[src/rtl/sync_debounce.sv]
// ---------------------------------------------------------------------------
// sync_debounce
//   Multi-channel single-clock input conditioner. Each channel takes an
//   asynchronous pin and passes it through a synchroniser chain and then
//   a debounce filter. Each channel produces:
//   - a clean level,
//   - one-cycle rise/fall strobes,
//   - a sticky pending flag that software clears with ack.
//
// Parameters
//   CHANNELS     number of independent channels (>= 1)
//   SYNC_STAGES  synchroniser flops per channel (>= 2)
//   DEBOUNCE     consecutive disagreeing cycles needed to change level;
//                0 bypasses the filter (level follows the synchroniser)
//   INIT         reset value of the synchroniser chain and of level
//
// Ports
//   clk      in   1         single clock, all logic on posedge
//   reset    in   1         synchronous, active-high
//   in       in   CHANNELS  asynchronous raw inputs
//   ack      in   CHANNELS  per-channel clear of pending (one-cycle pulse)
//   level    out  CHANNELS  debounced level
//   rise     out  CHANNELS  one-cycle strobe, level went 0->1
//   fall     out  CHANNELS  one-cycle strobe, level went 1->0
//   pending  out  CHANNELS  sticky, an edge occurred since the last ack
//   irq      out  1         OR of pending
// ---------------------------------------------------------------------------
module sync_debounce #(
  parameter int                  CHANNELS    = 4,
  parameter int                  SYNC_STAGES = 2,
  parameter int                  DEBOUNCE    = 16,
  parameter logic [CHANNELS-1:0] INIT        = {CHANNELS{1'b0}}
) (
  input  logic                clk,
  input  logic                reset,
  input  logic [CHANNELS-1:0] in,
  input  logic [CHANNELS-1:0] ack,
  output logic [CHANNELS-1:0] level,
  output logic [CHANNELS-1:0] rise,
  output logic [CHANNELS-1:0] fall,
  output logic [CHANNELS-1:0] pending,
  output logic                irq
);

  logic [CHANNELS-1:0] sync_r [SYNC_STAGES];
  logic [CHANNELS-1:0] sync_s;
  logic [CHANNELS-1:0] upd_s;
  logic [CHANNELS-1:0] level_r;
  logic [CHANNELS-1:0] rise_r;
  logic [CHANNELS-1:0] fall_r;
  logic [CHANNELS-1:0] pending_r;

  // Synchroniser shift chain: stage 0 samples the raw pins.
  always_ff @(posedge clk) begin
    if (reset) begin
      for (int i = 0; i < SYNC_STAGES; i++) begin
        sync_r[i] <= INIT;
      end
    end else begin
      sync_r[0] <= in;
      for (int i = 1; i < SYNC_STAGES; i++) begin
        sync_r[i] <= sync_r[i-1];
      end
    end
  end

  assign sync_s = sync_r[SYNC_STAGES-1];

  // upd_s[ch] marks the edge on which level[ch] takes the synchronised value.
  generate
    if (DEBOUNCE == 0) begin : g_bypass
      assign upd_s = sync_s ^ level_r;
    end else begin : g_filter
      localparam int             CNT_W   = $clog2(DEBOUNCE + 1);
      localparam logic [CNT_W-1:0] CNT_MAX = CNT_W'(DEBOUNCE - 1);

      for (genvar g = 0; g < CHANNELS; g++) begin : g_ch
        logic [CNT_W-1:0] cnt_r;

        // Count consecutive disagreeing cycles. Clear on agreement.
        // Also clear on the flip itself, so the counter never wraps.
        always_ff @(posedge clk) begin
          if (reset) begin
            cnt_r <= {CNT_W{1'b0}};
          end else if (sync_s[g] == level_r[g]) begin
            cnt_r <= {CNT_W{1'b0}};
          end else if (cnt_r == CNT_MAX) begin
            cnt_r <= {CNT_W{1'b0}};
          end else begin
            cnt_r <= cnt_r + CNT_W'(1);
          end
        end

        assign upd_s[g] = (sync_s[g] != level_r[g]) && (cnt_r == CNT_MAX);
      end
    end
  endgenerate

  // Level, direction strobes and sticky pending.
  // A new edge beats a simultaneous ack.
  always_ff @(posedge clk) begin
    if (reset) begin
      level_r   <= INIT;
      rise_r    <= {CHANNELS{1'b0}};
      fall_r    <= {CHANNELS{1'b0}};
      pending_r <= {CHANNELS{1'b0}};
    end else begin
      level_r   <= (level_r & ~upd_s) | (sync_s & upd_s);
      rise_r    <= upd_s & sync_s;
      fall_r    <= upd_s & ~sync_s;
      pending_r <= (pending_r & ~ack) | upd_s;
    end
  end

  assign level   = level_r;
  assign rise    = rise_r;
  assign fall    = fall_r;
  assign pending = pending_r;
  assign irq     = |pending_r;

endmodule

[config.mk]
export PLATFORM = sky130hd
export DESIGN_NAME = sync_debounce
export DESIGN_NICKNAME = d
export VERILOG_FILES = /design/src/rtl/sync_debounce.sv
export SDC_FILE = /design/constraint.sdc
export NUM_CORES = 1
export LEC_CHECK = 0
export ABC_AREA = 1
export CAP_MARGIN = 0
export CORE_MARGIN = 2
export CORE_UTILIZATION = 35
export CTS_BUF_LIST = sky130_fd_sc_hd__clkbuf_16
export DETAILED_ROUTE_END_ITERATION = 16
export GPL_ROUTABILITY_DRIVEN = 1
export SLEW_MARGIN = 25
export SYNTH_ARGS = -nofsm -noshare
export SYNTH_HDL_FRONTEND = slang
export SYNTH_SLANG_ARGS = --single-unit
[constraint.sdc]
create_clock -name clk -period 1.3 [get_ports clk]
set_clock_uncertainty 0.05 [all_clocks]
set_input_delay 0.325 -clock clk [delete_from_list [all_inputs] [get_ports clk]]
set_output_delay 0.325 -clock clk [all_outputs]
set_load 0.01 [all_outputs]
# After elaboration in Yosys (flattened, before gate mapping)

Memory sizes are Yosys's and may differ from the RTL's.
Cells that the tools add are included.
W data, S select, Z words.

Register bits after elaboration: 36
RAM bits: 8
Input bits: 10
Output and inout port bits: 17
Logic and storage cells: 50
Memories kept: 1

Memory list:

| memory | depth | width | rd ports | clocked after Yosys merged registers in | wr ports | line | source |
|---|---|---|---|---|---|---|---|
| sync_r | 2     | 4     | 2        | 0                                       | 2        | 45   | `logic [CHANNELS-1:0] sync_r [SYNC_STAGES];` |

Add/sub/neg operators: 4
Equality and inequality tests: 12
Multiplexer cells: 5
Bitwise operators: 11
Reduce and logical (&&, ||, !) cells: 9

Operator list:

| kind                  | count |
|---|---|
| $add A5 B1 Y5 const B | 4 |
| $eq A5 B4 Y1 const B  | 4 |
| $and A4 B4 Y4         | 4 |
| $not A4 Y4            | 3 |
| $reduce_or A3 Y1      | 4 |
| $mux W4               | 2 |
| $or A4 B4 Y4          | 2 |
| $eq A1 B1 Y1          | 4 |
| $logic_and A1 B1 Y1   | 4 |
| $ne A1 B1 Y1          | 4 |
| $reduce_or A4 Y1      | 1 |
| $mux W1               | 3 |
| $or A1 B1 Y1          | 2 |

# Longest topological paths before layout

Gate-level depths: netlist of the first run.

Depth after elaboration: 5
Mapped depth: 7
Gate-level depth less buffers: 7

# Worst setup path before layout of the first run

No wires, ideal clock.

Path type: register to register
Start: reg g_filter.g_ch[3].cnt_r[0]
End: reg g_filter.g_ch[3].cnt_r[0]
Setup time: 0.118 ns
Arrival: 1.107 ns
Required time: 1.132 ns
Setup slack: 0.025 ns
Cell stages (with the launch flop): 8
Path buffers: 0
Period minus slack after synthesis: 1.275 ns
Cells stage by stage: dfxtp_1 ha_1 nand2_1 nor2_1 ha_1 inv_1 nand4_1 nor2_1

Word-level cells in the longest chain between the ends: 2
Elaborated cells on any way between the ends: 3
Classes of those cells: add/sub: 1; eq/ne: 1; reduce/logical: 1

Ends and longest elaborated chain:

| item                                                                  | line | source |
|---|---|---|
| from (decl)                                                           | 78   | `logic [CNT_W-1:0] cnt_r;` |
| from (signal assigned)                                                | 84   | `cnt_r <= {CNT_W{1'b0}};` |
| from (signal assigned)                                                | 86   | `cnt_r <= {CNT_W{1'b0}};` |
| from (signal assigned)                                                | 88   | `cnt_r <= {CNT_W{1'b0}};` |
| parallel branches: the longest is 2 deep, another holds $add A5 B1 Y5 | -    |  |

Parallel ways; which one is timed is not known.
A chain may end at the register's enable or synchronous reset.

# Worst setup path after layout of the first run

Start: reg pending_r[2], in the netlist pending[2]
End: out irq

Word-level cells in the longest chain between the ends: 1

Ends and longest elaborated chain:

| item                   | line | source |
|---|---|---|
| from (decl)            | 51   | `logic [CHANNELS-1:0] pending_r;` |
| from (signal assigned) | 106  | `pending_r <= {CHANNELS{1'b0}};` |
| from (signal assigned) | 111  | `pending_r <= (pending_r & ~ack) \| upd_s;` |
| $reduce_or A4 Y1       | 119  | `assign irq = \|pending_r;` |
| to (decl)              | 42   | `output logic irq` |

Every way passes these cells.

==> run summary, run 1 <==
Drt drc -> 0
Unique masters post-synth -> 15
Synth async-reset ratio -> 0%
Sequential area share after synthesis -> 55.3%
Final WS setup -> 9.38 ps
Die W -> 71.5 um
Initial antenna violation count -> 0
Routability cong. -> 0.729
Count leader, synth -> dfxtp_1
Post-DR wirelength/cell -> 9.74 um
CP max-delay cell -> dfxtp_4
TritonRoute pass-1 iters -> 4
Top FF cell, synth -> dfxtp_1
CP max FO -> 3
Global Route Usage Sum -> 12.8%
Vias in the first global route -> 1254
Layout Cells excl Fill -> 306
Initial Utilization -> 36.3%
ANT nets after route -> 0
PD cells -> 1100 nW/um^2
Post-synth top area share -> 55.3%
Die Y -> 71.5 um
R2R Setup Slk -> 20 ps
Routed vias/inst -> 4.37
Peak supply drop -> 0.785 mV
Max Root-Sink Buffers -> 2
Multi-input gate area -> 659 um^2
CTS tree -> done
# fillers -> 400
Seq cells post-synth -> 44
H-tree levels -> 2
Dpl ws -> -228 ps
# rows -> 24
Leading area contributor after synthesis -> dfxtp_1
# diodes -> 0
Reg-to-reg critical path endpoint -> g_filter.g_ch[0].cnt_r[3]
Max stage delay on crit path -> 350 ps
Max-slew violations -> 0
Hold Crit Class -> reg -> reg
Area grow syn2layout -> 48.9%
Average size of a mapped cell -> 8.38 um^2
CP startpoint -> pending[2]
Wirelength, routed -> 2980 um
Port Buffers -> 26
Status -> complete, no violations
RSZ-0062 raised after global routing -> yes
CP Launch Type -> flop
Fin crit share -> 99.3%
Final setup fails -> 0
Synth area leaders -> dfxtp_1, nor2_1, inv_1, ha_1, nand2_1
Syn. warnings -> 0
Iter 0 DRT Violations -> 91
Leak -> 1.06 nW
Core area -> 4380 um^2
Via count -> 1337
Worst Reg2Reg Path Length in Cells -> 7
First-pass GRT wire length -> 5130 um
Worst Hold Path EP -> sync_r[0][5]
Max-Cap Viols -> 0
Share of layout cells above drive strength 1 -> 28.0%
Placed Instances -> 293
Total global routing overflow -> 0
WP data required -> 930 ps
IO Pins -> 27
Die area -> 5110 um^2
Synth Instances -> 190
Clock slew at reported path FFs -> 60 ps
Total clock sinks -> 44
Hold Crit Start -> sync_r[0][1]
Post-Synthesis Net Count -> 208
Synth Cell Area -> 1590 um^2
Nets@finish -> 272
Root Buffer -> clkbuf_16
CTS Buf Count -> 5
Estimated wirelength of the detail-placed design -> 2030 um
Most common library cells after synthesis -> dfxtp_1, nor2_1, inv_1, nand2_1, nand4_1
Crit Reg-Reg Startpoint -> g_filter.g_ch[0].cnt_r[0]
CP bufs+invs -> 1
Post-synth EDFFs -> 0
Critical path's top delay family -> flip-flops
Time the worst path needs with I/O delays and setup -> 1290 ps
Largest net degree at the start of global routing -> 15
Final Hold Vio Count -> 0
Data arrival, critical path -> 920 ps
CP cell instances -> nor2_4 -> nand2_1 -> buf_2
Max-slew headroom -> 84.6%
WHS Path Cells -> 2
WS Path Type -> reg -> out
Setup TNS -> 0 ps
Design Power -> 2.60 mW
Worst skew pair latency -> 270 ps
Sequential cell area -> 897 um^2
CP Capture Type -> primary output
Worst-margin pin slew -> 230 ps
Fmax -> 775 MHz
[layer usage]
metal | wire, um | vias to the layer above | track usage (%)
li1 | - | 723 | -
met1 | 1430 | 587 | 15.5
met2 | 1400 | 23 | 20.4
met3 | 104 | 4 | 4.36
met4 | 51 | 0 | 5.87
met5 | 0 | - | 0
[state kept, by name (all words and copies together) (netlist names), named ones only]
| register | count |
|---|---|
| g_filter.g_ch.cnt_r | 20 |
| fall | 4 |
| rise | 4 |
| pending | 4 |
| sync_r | 8 |
[worst min-delay path, delay by kind of cell, from the launching register on]
| kind | cells | cell delay [ps] |
|---|---|---|
| DFF | 1 | 290 |
| buffers and inverters | 1 | 40 |
| and+or+nand+nor | 1 | 30 |
[where the power goes]
group | internal [mW] | switching [mW]
sequential | 1.36 | 0.00859
clock | 0.686 | 0.453
combinational | 0.0489 | 0.0384
total | 2.10 | 0.500
[metrics by stage]
stage | utilization, % | instance area (um^2) | hold slack, ps
after floorplan | - | 1590 | 338
after global placement | 48.0 | 2100 | 342
after detailed placement | 48.0 | 2100 | 347
after CTS | 52.8 | 2320 | 356
after global routing | 54.1 | 2370 | 357
final | 54.1 | 2370 | 350
[cells by family after synthesis]
group | count (synthesis) | synth area share, %
xor gates and xnor gates | 4 | 2.20
AOI/OAI and AO/OA | 7 | 2.20
buffers and inverters | 35 | 8.80
and+or+nand+nor | 92 | 25.2
adders and majority gates | 8 | 6.28
DFF | 44 | 55.3
[cells in the final DEF (no fill, tap or decap)]
cell	n
a21oi_1	3
and3_1	1
buf_2	1
buf_4	31
buf_6	2
clkbuf_16	5
clkdlybuf4s15_1	3
clkdlybuf4s50_1	9
clkinv_1	2
dfxtp_1	33
dfxtp_2	10
dfxtp_4	1
dlygate4sd2_1	13
ha_2	4
ha_4	4
inv_1	29
inv_2	4
nand2_1	21
nand2_2	4
nand3_1	7
nand3b_1	4
nand4_1	12
nor2_1	38
nor2_2	4
nor2_4	1
o21ai_0	2
o21ai_1	2
xnor2_1	4
[how the worst max path moves through the flow]
stage	endpoint	cells after the start
floorplan	g_filter.g_ch[3].cnt_r[0]	7
global placement	g_filter.g_ch[3].cnt_r[0]	4
detailed placement	g_filter.g_ch[3].cnt_r[3]	4
CTS	g_filter.g_ch[0].cnt_r[3]	7
global route	g_filter.g_ch[0].cnt_r[3]	7
finish	irq	3
[layout make-up]
type	instances	share of cell area [%]
tap	52	2.74
sequential	44	37.8
inverter	33	5.22
clock buffer	5	5.27
clock inverter	2	0.316
timing repair buffer	59	20.8
multi-input combinational	111	27.8
[repair_timing]
| action | CTS | global route |
|---|---|---|
| hold endpoints to repair | 0 | 0 |
| setup buffers | 5 | 1 |
| pin swaps | 18 | 23 |
| setup endpoints to repair | 43 | 37 |
| resized for setup | 45 | 19 |
| hold buffers | 0 | 0 |
(Power assumes the default switching activity.)
==> run 2: changes to the inputs <==
==> constraint.sdc (replaced) <==
create_clock -name clk -period 1.3 [get_ports clk]
set_clock_uncertainty 0.05 [all_clocks]
set_input_delay 0.325 -clock clk [delete_from_list [all_inputs] [get_ports clk]]
set_output_delay 0.325 -clock clk [all_outputs]
set_load 0.005 [all_outputs]
==> run 2 against run 1 <==
Effect of this change:
- the flow now finishes with violations (negative setup slack)
- design area rose by 0.42%
- critical path depth up 4
- first-iteration DRC count decreased by 22%
- sequential power about the same
- setup slack lost 14 ps
- core utilization up 0.23 points
- cell count fell by 0.65%
- clock power grew 4%
- clock-buffer cell count stayed put
- non-clock buffer count decreased by 3
- critical endpoint is now g_filter.g_ch[3].cnt_r[4]
- largest power group unchanged
==> run summary, run 2 (synthesized netlist as in run 1, its figures left out) <==
Fmax -> 767 MHz
Sw Pwr -> 0.534 mW
Clock Power Share -> 44.8%
Biggest regs -> g_filter.g_ch.cnt_r (20), sync_r (8)
Switching share of power -> 20.2%
# diodes -> 0
CP max FO -> 5
Max Root-Sink Buffers -> 2
ANT nets after route -> 0
Total global routing overflow -> 0
Max-slew headroom -> 83.4%
Met1 usage -> 14.3%
Met3 global-route usage -> 2.81%
Global Route Usage Sum -> 13.0%
Vias in the first global route -> 1292
RSZ-0062 raised after global routing -> yes
Failing checks -> negative setup slack
Drt drc -> 0
Root Buffer -> clkbuf_16
Global routing met2 resource utilization -> 22.2%
Die Y -> 71.5 um
Total clock sinks -> 44
Status -> finished, violations left
Data arrival, critical path -> 1470 ps
Max FFs per register -> 20
PD cells -> 1110 nW/um^2
Share of layout cells above drive strength 1 -> 29.0%
R2R Setup Slk -> -4 ps
Routed vias/inst -> 4.43
Estimated wirelength of the detail-placed design -> 2040 um
Final Hold Vio Count -> 0
# rows -> 24
Leak -> 1.08 nW
Worst Setup EP -> g_filter.g_ch[3].cnt_r[4]
First-pass GRT wire length -> 5170 um
WP data required -> 1460 ps
Time the worst path needs with I/O delays and setup -> 1300 ps
P_int -> 2.11 mW
Routability cong. -> 0.724
Initial Utilization -> 36.3%
Top Usage Layer GRT -> met2
TritonRoute pass-1 iters -> 4
Hold Crit Class -> reg -> reg
Crit Reg-Reg Startpoint -> g_filter.g_ch[3].cnt_r[0]
Post-DR wirelength/cell -> 9.85 um
CP Capture Type -> flop
H-tree levels -> 2
Reg-to-reg critical path endpoint -> g_filter.g_ch[3].cnt_r[4]
Setup TNS -> -4.97 ps
Via count -> 1347
Comb pwr share -> 3.4%
Iter 0 DRT Violations -> 71
Final WS setup -> -4.47 ps
Nets@finish -> 269
CP Launch Type -> flop
Wirelength, routed -> 2990 um
Die W -> 71.5 um
Peak supply drop -> 0.592 mV
CP startpoint -> g_filter.g_ch[3].cnt_r[0]
CTS tree -> done
WS Path Type -> reg -> reg
Max-slew violations -> 0
Worst skew pair latency -> 280 ps
# fillers -> 401
Multi-input gate area -> 684 um^2
Max-Cap Viols -> 0
Worst-margin pin slew -> 248 ps
Die area -> 5110 um^2
Final setup fails -> 2
Worst Reg2Reg Path Length in Cells -> 7
CTS Buf Count -> 5
Fin crit share -> 100%
Commonest non-fill, non-tap cell in the layout -> nor2_1
Sequential cell area -> 902 um^2
Commonest non-fill, non-tap cells in the layout -> nor2_1, dfxtp_1, inv_1
Initial antenna violation count -> 0
Sequential share of power -> 51.9%
Post-route cell area -> 2380 um^2
Core area -> 4380 um^2
Largest net degree at the start of global routing -> 14
Layout Utilization -> 54.3%
Placed Area -> 2100 um^2
IO Pins -> 27
Area grow syn2layout -> 49.6%
Clock slew at reported path FFs -> 60 ps
Most flops, register -> g_filter.g_ch.cnt_r
Port Buffers -> 26
[run 2: cell count changes in the layout (fill, tap and decap cells not counted), moves of 2 or more]
cell,delta
buf_4,-3
clkdlybuf4s15_1,-3
clkinv_2,+2
dfxtp_1,-2
dlygate4sd2_1,+3
nand2_2,-2
o21ai_0,+2
o21ai_1,-2
[run 2: worst min-delay path by stage]
stage                 startpoint            to  slack [ps]  cells past startpoint
floorplan           sync_r[0][0]  sync_r[0][4]         340                      2
global placement    sync_r[0][3]  sync_r[0][7]         340                      2
detailed placement  sync_r[0][3]  sync_r[0][7]         340                      2
CTS                 sync_r[0][3]  sync_r[0][7]         350                      2
global route        sync_r[0][1]  sync_r[0][5]         370                      2
finish              sync_r[0][3]  sync_r[0][7]         350                      2
[run 2: area by class of cell]
type,instances,area share [%]
timing repair buffer,56,19.6
inverter,33,5.20
sequential,44,37.9
clock buffer,5,5.25
tap,52,2.73
multi-input combinational,111,28.7
clock inverter,3,0.578
[run 2: critical path, cell delays in order, from the launching register on]
cell and delay [ps]:
dfxtp_4 350, ha_4 150, nand2_1 50, nor2_1 40, ha_2 170, inv_1 50, nand4_1 200, nor2_1 170
[run 2: power groups by stage]
stage / logic (mW) / registers [mW] / clock network, mW
2_1_floorplan: 0.0390 / 1.40 / 0
3_3_place_gp: 0.0858 / 1.40 / 0
3_5_place_dp: 0.0865 / 1.40 / 0
4_1_cts: 0.0880 / 1.37 / 1.22
5_1_grt: 0.101 / 1.37 / 1.26
6_report: 0.0894 / 1.37 / 1.18
[run 2: through the flow]
step	hold WS (ps)	instances	setup WS, ps	power [mW]
after global routing	370	304	-125	2.73
after detailed placement	343	292	-222	1.49
after CTS	351	302	-78.1	2.68
after global placement	341	292	-169	1.49
final	349	304	-4.47	2.64
after floorplan	338	190	24.6	1.44
[run 2: layer usage]
metal / routed length (um) / share of wire (%)
met4: 86 / 2.9
met2: 1430 / 48
met5: 0 / 0
met3: 125 / 4.2
met1: 1350 / 45
[run 2: timing repair]
item,4_1_cts,5_1_grt
hold buffers,0,0
endpoints found under the setup margin,38,35
pin swaps,18,17
cloned,0,0
buffers inserted,2,2
resized for setup,44,21
